--- src/rtl/controle_polinomio_if.sv ---
// Handshake and datapath-control bundle between the polynomial sequencer and its neighbours.
// master: requester/datapath side; slave: the controle_polinomio sequencer.
interface controle_polinomio_if;
  logic       start;
  logic       modo;
  logic       lx;
  logic [1:0] m0;
  logic [1:0] m1;
  logic [1:0] m2;
  logic       h;
  logic       ls;
  logic       lh;
  logic       done;
  logic       busy;

  modport master (
    output start, modo,
    input  lx, m0, m1, m2, h, ls, lh, done, busy
  );

  modport slave (
    input  start, modo,
    output lx, m0, m1, m2, h, ls, lh, done, busy
  );
endinterface

--- src/rtl/controle_polinomio.sv ---
// Moore sequencer driving a 16-bit datapath through Horner evaluation of A*X^2+B*X+C or A*X+B.
// Optional macro DONE_HOLD_EN: DONE is held until start is sampled low.
module controle_polinomio #(
  parameter int unsigned MUL_WAIT = 0
) (
  input logic                 ck,
  input logic                 rst,
  controle_polinomio_if.slave bus
);

  typedef enum logic [2:0] {
    StIdle = 3'd0,
    StLoad = 3'd1,
    StMul1 = 3'd2,
    StAdd1 = 3'd3,
    StMul2 = 3'd4,
    StAdd2 = 3'd5,
    StDone = 3'd6
  } state_e;

  localparam logic [3:0] WaitMax = 4'(MUL_WAIT);

  state_e     state_q, state_d;
  logic [3:0] cnt_q, cnt_d;
  logic       modo_q, modo_d;

  logic       lx_q, lx_d;
  logic [1:0] m0_q, m0_d;
  logic [1:0] m1_q, m1_d;
  logic [1:0] m2_q, m2_d;
  logic       h_q, h_d;
  logic       ls_q, ls_d;
  logic       done_q, done_d;
  logic       busy_q, busy_d;

  always_comb begin
    state_d = StIdle;
    cnt_d   = cnt_q;
    modo_d  = modo_q;
    case (state_q)
      StIdle: begin
        if (bus.start) begin
          modo_d  = bus.modo;
          state_d = StLoad;
        end else begin
          state_d = StIdle;
        end
      end
      StLoad: begin
        cnt_d   = '0;
        state_d = StMul1;
      end
      StMul1: begin
        cnt_d   = cnt_q + 4'd1;
        state_d = (cnt_q == WaitMax) ? StAdd1 : StMul1;
      end
      StAdd1: begin
        cnt_d   = '0;
        state_d = modo_q ? StDone : StMul2;
      end
      StMul2: begin
        cnt_d   = cnt_q + 4'd1;
        state_d = (cnt_q == WaitMax) ? StAdd2 : StMul2;
      end
      StAdd2: state_d = StDone;
      StDone: begin
`ifdef DONE_HOLD_EN
        state_d = bus.start ? StDone : StIdle;
`else
        state_d = StIdle;
`endif
      end
      default: state_d = StIdle;
    endcase
  end

  // Outputs are decoded from the next state and registered, so they always match the state reg.
  always_comb begin
    lx_d   = 1'b0;
    m0_d   = 2'b00;
    m1_d   = 2'b00;
    m2_d   = 2'b00;
    h_d    = 1'b0;
    ls_d   = 1'b0;
    done_d = 1'b0;
    busy_d = 1'b0;
    case (state_d)
      StLoad: begin
        lx_d   = 1'b1;
        busy_d = 1'b1;
      end
      StMul1: begin
        m0_d   = 2'b01;
        h_d    = 1'b1;
        ls_d   = (cnt_d == WaitMax);
        busy_d = 1'b1;
      end
      StAdd1: begin
        m0_d   = 2'b10;
        m1_d   = 2'b10;
        m2_d   = 2'b01;
        ls_d   = 1'b1;
        busy_d = 1'b1;
      end
      StMul2: begin
        m1_d   = 2'b10;
        h_d    = 1'b1;
        ls_d   = (cnt_d == WaitMax);
        busy_d = 1'b1;
      end
      StAdd2: begin
        m0_d   = 2'b11;
        m1_d   = 2'b10;
        m2_d   = 2'b01;
        ls_d   = 1'b1;
        busy_d = 1'b1;
      end
      StDone:  done_d = 1'b1;
      default: ;
    endcase
  end

  always_ff @(posedge ck or negedge rst) begin
    if (!rst) begin
      state_q <= StIdle;
      cnt_q   <= '0;
      modo_q  <= 1'b0;
      lx_q    <= 1'b0;
      m0_q    <= 2'b00;
      m1_q    <= 2'b00;
      m2_q    <= 2'b00;
      h_q     <= 1'b0;
      ls_q    <= 1'b0;
      done_q  <= 1'b0;
      busy_q  <= 1'b0;
    end else begin
      state_q <= state_d;
      cnt_q   <= cnt_d;
      modo_q  <= modo_d;
      lx_q    <= lx_d;
      m0_q    <= m0_d;
      m1_q    <= m1_d;
      m2_q    <= m2_d;
      h_q     <= h_d;
      ls_q    <= ls_d;
      done_q  <= done_d;
      busy_q  <= busy_d;
    end
  end

  assign bus.lx   = lx_q;
  assign bus.m0   = m0_q;
  assign bus.m1   = m1_q;
  assign bus.m2   = m2_q;
  assign bus.h    = h_q;
  assign bus.ls   = ls_q;
  assign bus.lh   = 1'b0;
  assign bus.done = done_q;
  assign bus.busy = busy_q;

endmodule

--- src/flat_wrapper.sv ---
// flat-port wrapper written by rule: the top's interface ports become plain ports
module controle_polinomio_flat 
#(
  parameter int unsigned MUL_WAIT = 0
)
  (ck, rst, bus_start, bus_modo, bus_lx, bus_m0, bus_m1, bus_m2, bus_h, bus_ls, bus_lh, bus_done, bus_busy);
  controle_polinomio_if bus_i ();
  input logic ck;
  input logic rst;
  input wire logic [$bits(bus_i.start)-1:0] bus_start;
  input wire logic [$bits(bus_i.modo)-1:0] bus_modo;
  output wire logic [$bits(bus_i.lx)-1:0] bus_lx;
  output wire logic [$bits(bus_i.m0)-1:0] bus_m0;
  output wire logic [$bits(bus_i.m1)-1:0] bus_m1;
  output wire logic [$bits(bus_i.m2)-1:0] bus_m2;
  output wire logic [$bits(bus_i.h)-1:0] bus_h;
  output wire logic [$bits(bus_i.ls)-1:0] bus_ls;
  output wire logic [$bits(bus_i.lh)-1:0] bus_lh;
  output wire logic [$bits(bus_i.done)-1:0] bus_done;
  output wire logic [$bits(bus_i.busy)-1:0] bus_busy;
  assign bus_i.start = bus_start;
  assign bus_i.modo = bus_modo;
  assign bus_lx = bus_i.lx;
  assign bus_m0 = bus_i.m0;
  assign bus_m1 = bus_i.m1;
  assign bus_m2 = bus_i.m2;
  assign bus_h = bus_i.h;
  assign bus_ls = bus_i.ls;
  assign bus_lh = bus_i.lh;
  assign bus_done = bus_i.done;
  assign bus_busy = bus_i.busy;
  controle_polinomio #(.MUL_WAIT(MUL_WAIT)) u_core (.ck(ck), .rst(rst), .bus(bus_i));
endmodule
--- config.mk ---
export PLATFORM = sky130hd
export DESIGN_NAME = controle_polinomio_flat
export DESIGN_NICKNAME = d
export VERILOG_FILES = /design/src/rtl/controle_polinomio_if.sv /design/src/rtl/controle_polinomio.sv /design/src/flat_wrapper.sv
export SDC_FILE = /design/constraint.sdc
export NUM_CORES = 1
export LEC_CHECK = 0
export ABC_AREA = 1
export BUFFER_PORTS_ARGS = -buffer_cell sky130_fd_sc_hd__buf_2
export CORE_MARGIN = 10
export CORE_UTILIZATION = 54
export CTS_CLUSTER_DIAMETER = 40
export CTS_CLUSTER_SIZE = 24
export DETAILED_ROUTE_END_ITERATION = 8
export GPL_TIMING_DRIVEN = 1
export PLACE_DENSITY_LB_ADDON = 0.25
export SLEW_MARGIN = 20
export SYNTH_ARGS = -nofsm -noshare
export SYNTH_HDL_FRONTEND = slang
export SYNTH_SLANG_ARGS = --single-unit
--- constraint.sdc ---
create_clock -name ck -period 1.9 [get_ports ck]
set_input_delay 0.095 -clock ck [delete_from_list [all_inputs] [get_ports ck]]
set_output_delay 0.095 -clock ck [all_outputs]
set_load 0.05 [all_outputs]
==> results.json <==
{
  "grt_usage_pct": 9.12,
  "hold_viol_final": 0,
  "setup_viol": 0,
  "cts_buffers": 3,
  "cts_setup_buffers": 0,
  "synth_compound_area_share_pct": 3.16,
  "maxCapViolCount": 0,
  "cts_resized": 0,
  "synth-simple-area-share_pct": 27.1,
  "critPathLaunchType": "flip-flop",
  "ys_warn_count": 0,
  "synth.area.top_cells": "dfrtp_1, nand2_1, nand3_1",
  "worstSetupEndpointType": "flip-flop",
  "post_drt_via_cell_ratio": 4.88,
  "htree_levels": 1,
  "synthXorXnorAreaFrac_pct": 1.16,
  "vias": 556,
  "dp_hpwl_mm": 1.06,
  "synth_top_family_by_area": "simple AND/OR/NAND/NOR gates",
  "ys_types": 17,
  "finClkSkew_ps": 2.75,
  "synthMuxAreaShare_pct": 0,
  "nNetsFinal": 106,
  "dr.pass1.iters": 5,
  "layout_commonest_cell": "dfrtp_1",
  "io_pins": 16,
  "antenna_found_initial": 0,
  "rsz0062_at_grt": "false",
  "path_clk_slew_ps": 90,
  "routedWlPerCell_um": 11.7,
  "synth.top_cell.area_share_pct": 53.2,
  "fin_crit_ps": 1340,
  "antenna_left": 0,
  "fin_tns_setup_ps": 0,
  "drt_iter0_markers": 9,
  "synth_top_area_cell": "dfrtp_1",
  "hp-class": "in -> reg",
  "fmax_ghz": 0.746,
  "period_share_pct": 70.6,
  "grt_pass1_wl_mm": 2.42,
  "cts_tree": "built",
  "core_um2": 1300,
  "drive_above_1_share_pct": 28.3,
  "ctsRootBufferMaster": "clkbuf_4",
  "path_class": "reg -> reg",
  "setup_slack_ps": 559,
  "worstPathMaxFanout": 5,
  "drt-total-wl_mm": 1.34,
  "grt_pass1_vias": 589,
  "post-place-ws_ps": 586,
  "slew_viol_final": 0,
  "cp.arrival_ps": 1520,
  "synth_area_um2": 752,
  "crit_required_ps": 2080,
  "grt_overflow_total": 0,
  "synth_cells": 84,
  "ys_seq_area_share_pct": 53.2,
  "area_growth_pct": 13.6,
  "clockBufferDepth": 2,
  "status": "finished clean",
  "holdWs_ps": 12.7,
  "n_antenna_cell": 0,
  "dieHeight_um": 57.3,
  "io_buffer_count": 12,
  "drc_errors": 0,
  "numClockSinks": 16,
  "dieArea_um2": 3290,
  "synth_seq_cells": 16,
  "rows": 13,
  "die_x_um": 57.3,
  "insertion_delay_ps": 280,
  "grt_max_degree": 17,
  "mostFrequentLayoutCells": "dfrtp_1, nand2_1, inv_1",
  "gp_congestion": 0.773,
  "synth-adder-area-share_pct": 3.33,
  "initial_core_util_pct": 57.8,
  "syn_avg_cell_area_um2": 8.95
}
-- metrics by stage --
step | cells | util (%) | cell area (um2)
2_1_floorplan | 86 | - | 759
3_3_place_gp | 109 | 62.1 | 808
3_5_place_dp | 109 | 62.1 | 808
4_1_cts | 114 | 65.7 | 855
5_1_grt | 114 | 65.7 | 855
6_report | 114 | 65.7 | 855
-- synth_stat cells --
master,n
conb_1,1
nand3_1,10
nand2_2,5
nand3_2,2
dfrtp_1,16
xor2_1,1
buf_4,4
nand4_1,1
inv_1,13
nor2_1,6
a21oi_2,1
nand2_1,15
ha_1,2
nor2_4,1
o21ai_0,3
inv_2,2
nor2_2,1
-- worst max-delay path: stages (launching register included) --
cell and delay, ps:
dfrtp_1 430, inv_2 70, nand2_1 120, a21oi_2 270
nor2_1 80, inv_1 70, nand2_2 60, o21ai_0 70
inv_1 50
-- state kept, by name (all words and copies together), names as in the netlist --
name and cells:
u_core.bus.ls 1, u_core.bus.busy 1, u_core.bus.m0 2, u_core.bus.done 1, u_core.bus.lx 1, u_core.bus.h 1
u_core.modo_q 1, u_core.bus.m1 1, u_core.state_q 3, u_core.cnt_q 4
-- per-layer routing --
metal,track usage [%],share of wire [%],up-vias,wire length [um]
li1,-,-,280,-
met5,0,0,-,0
met1,9.87,45,252,607
met4,5.03,2.3,0,31
met2,15.0,45,19,602
met3,3.32,7.0,5,94
-- final timing paths --
path | start | endpoint | slack [ps] | depth (start not counted)
setup / recovery | u_core.state_q[2]$_DFF_PN0_ | u_core.bus.m1[1]$_DFF_PN0_ | 560 | 8
hold / removal | bus_modo | u_core.modo_q$_DFFE_PN0P_ | 10 | 3
setup reg to reg | u_core.state_q[2]$_DFF_PN0_ | u_core.bus.m1[1]$_DFF_PN0_ | 560 | 8
hold reg to reg | u_core.modo_q$_DFFE_PN0P_ | u_core.modo_q$_DFFE_PN0P_ | 540 | 2
max in group asynchronous | rst | u_core.bus.h$_DFF_PN0_ | 1410 | 2
min in group asynchronous | rst | u_core.cnt_q[3]$_DFF_PN0_ | 240 | 2
-- kinds of logic after synthesis --
kind of cell	Yosys count
AOI/OAI and AO/OA	4
xor gates and xnor gates	1
and+or+nand+nor	41
adders and majority gates	2
DFF	16
buffers and inverters	19
other	1
-- final cells by class --
cell class	instances	area, um2
Clock buffer	4	36.3
Fill cell	117	447
Tap cell	15	18.8
Multi-Input combinational cell	51	273
Inverter	15	56.3
Sequential cell	16	400
Timing Repair Buffer	13	70.1
-- repair_timing --
action                                 4_1_cts  5_1_grt
setup endpoints to repair                    0        0
hold buffers                                 1        0
endpoints found under the hold margin       16        0
Power is left out: the tool's default activity adds up to more than one toggle a clock period on the data nets, which glitch-free logic cannot reach.
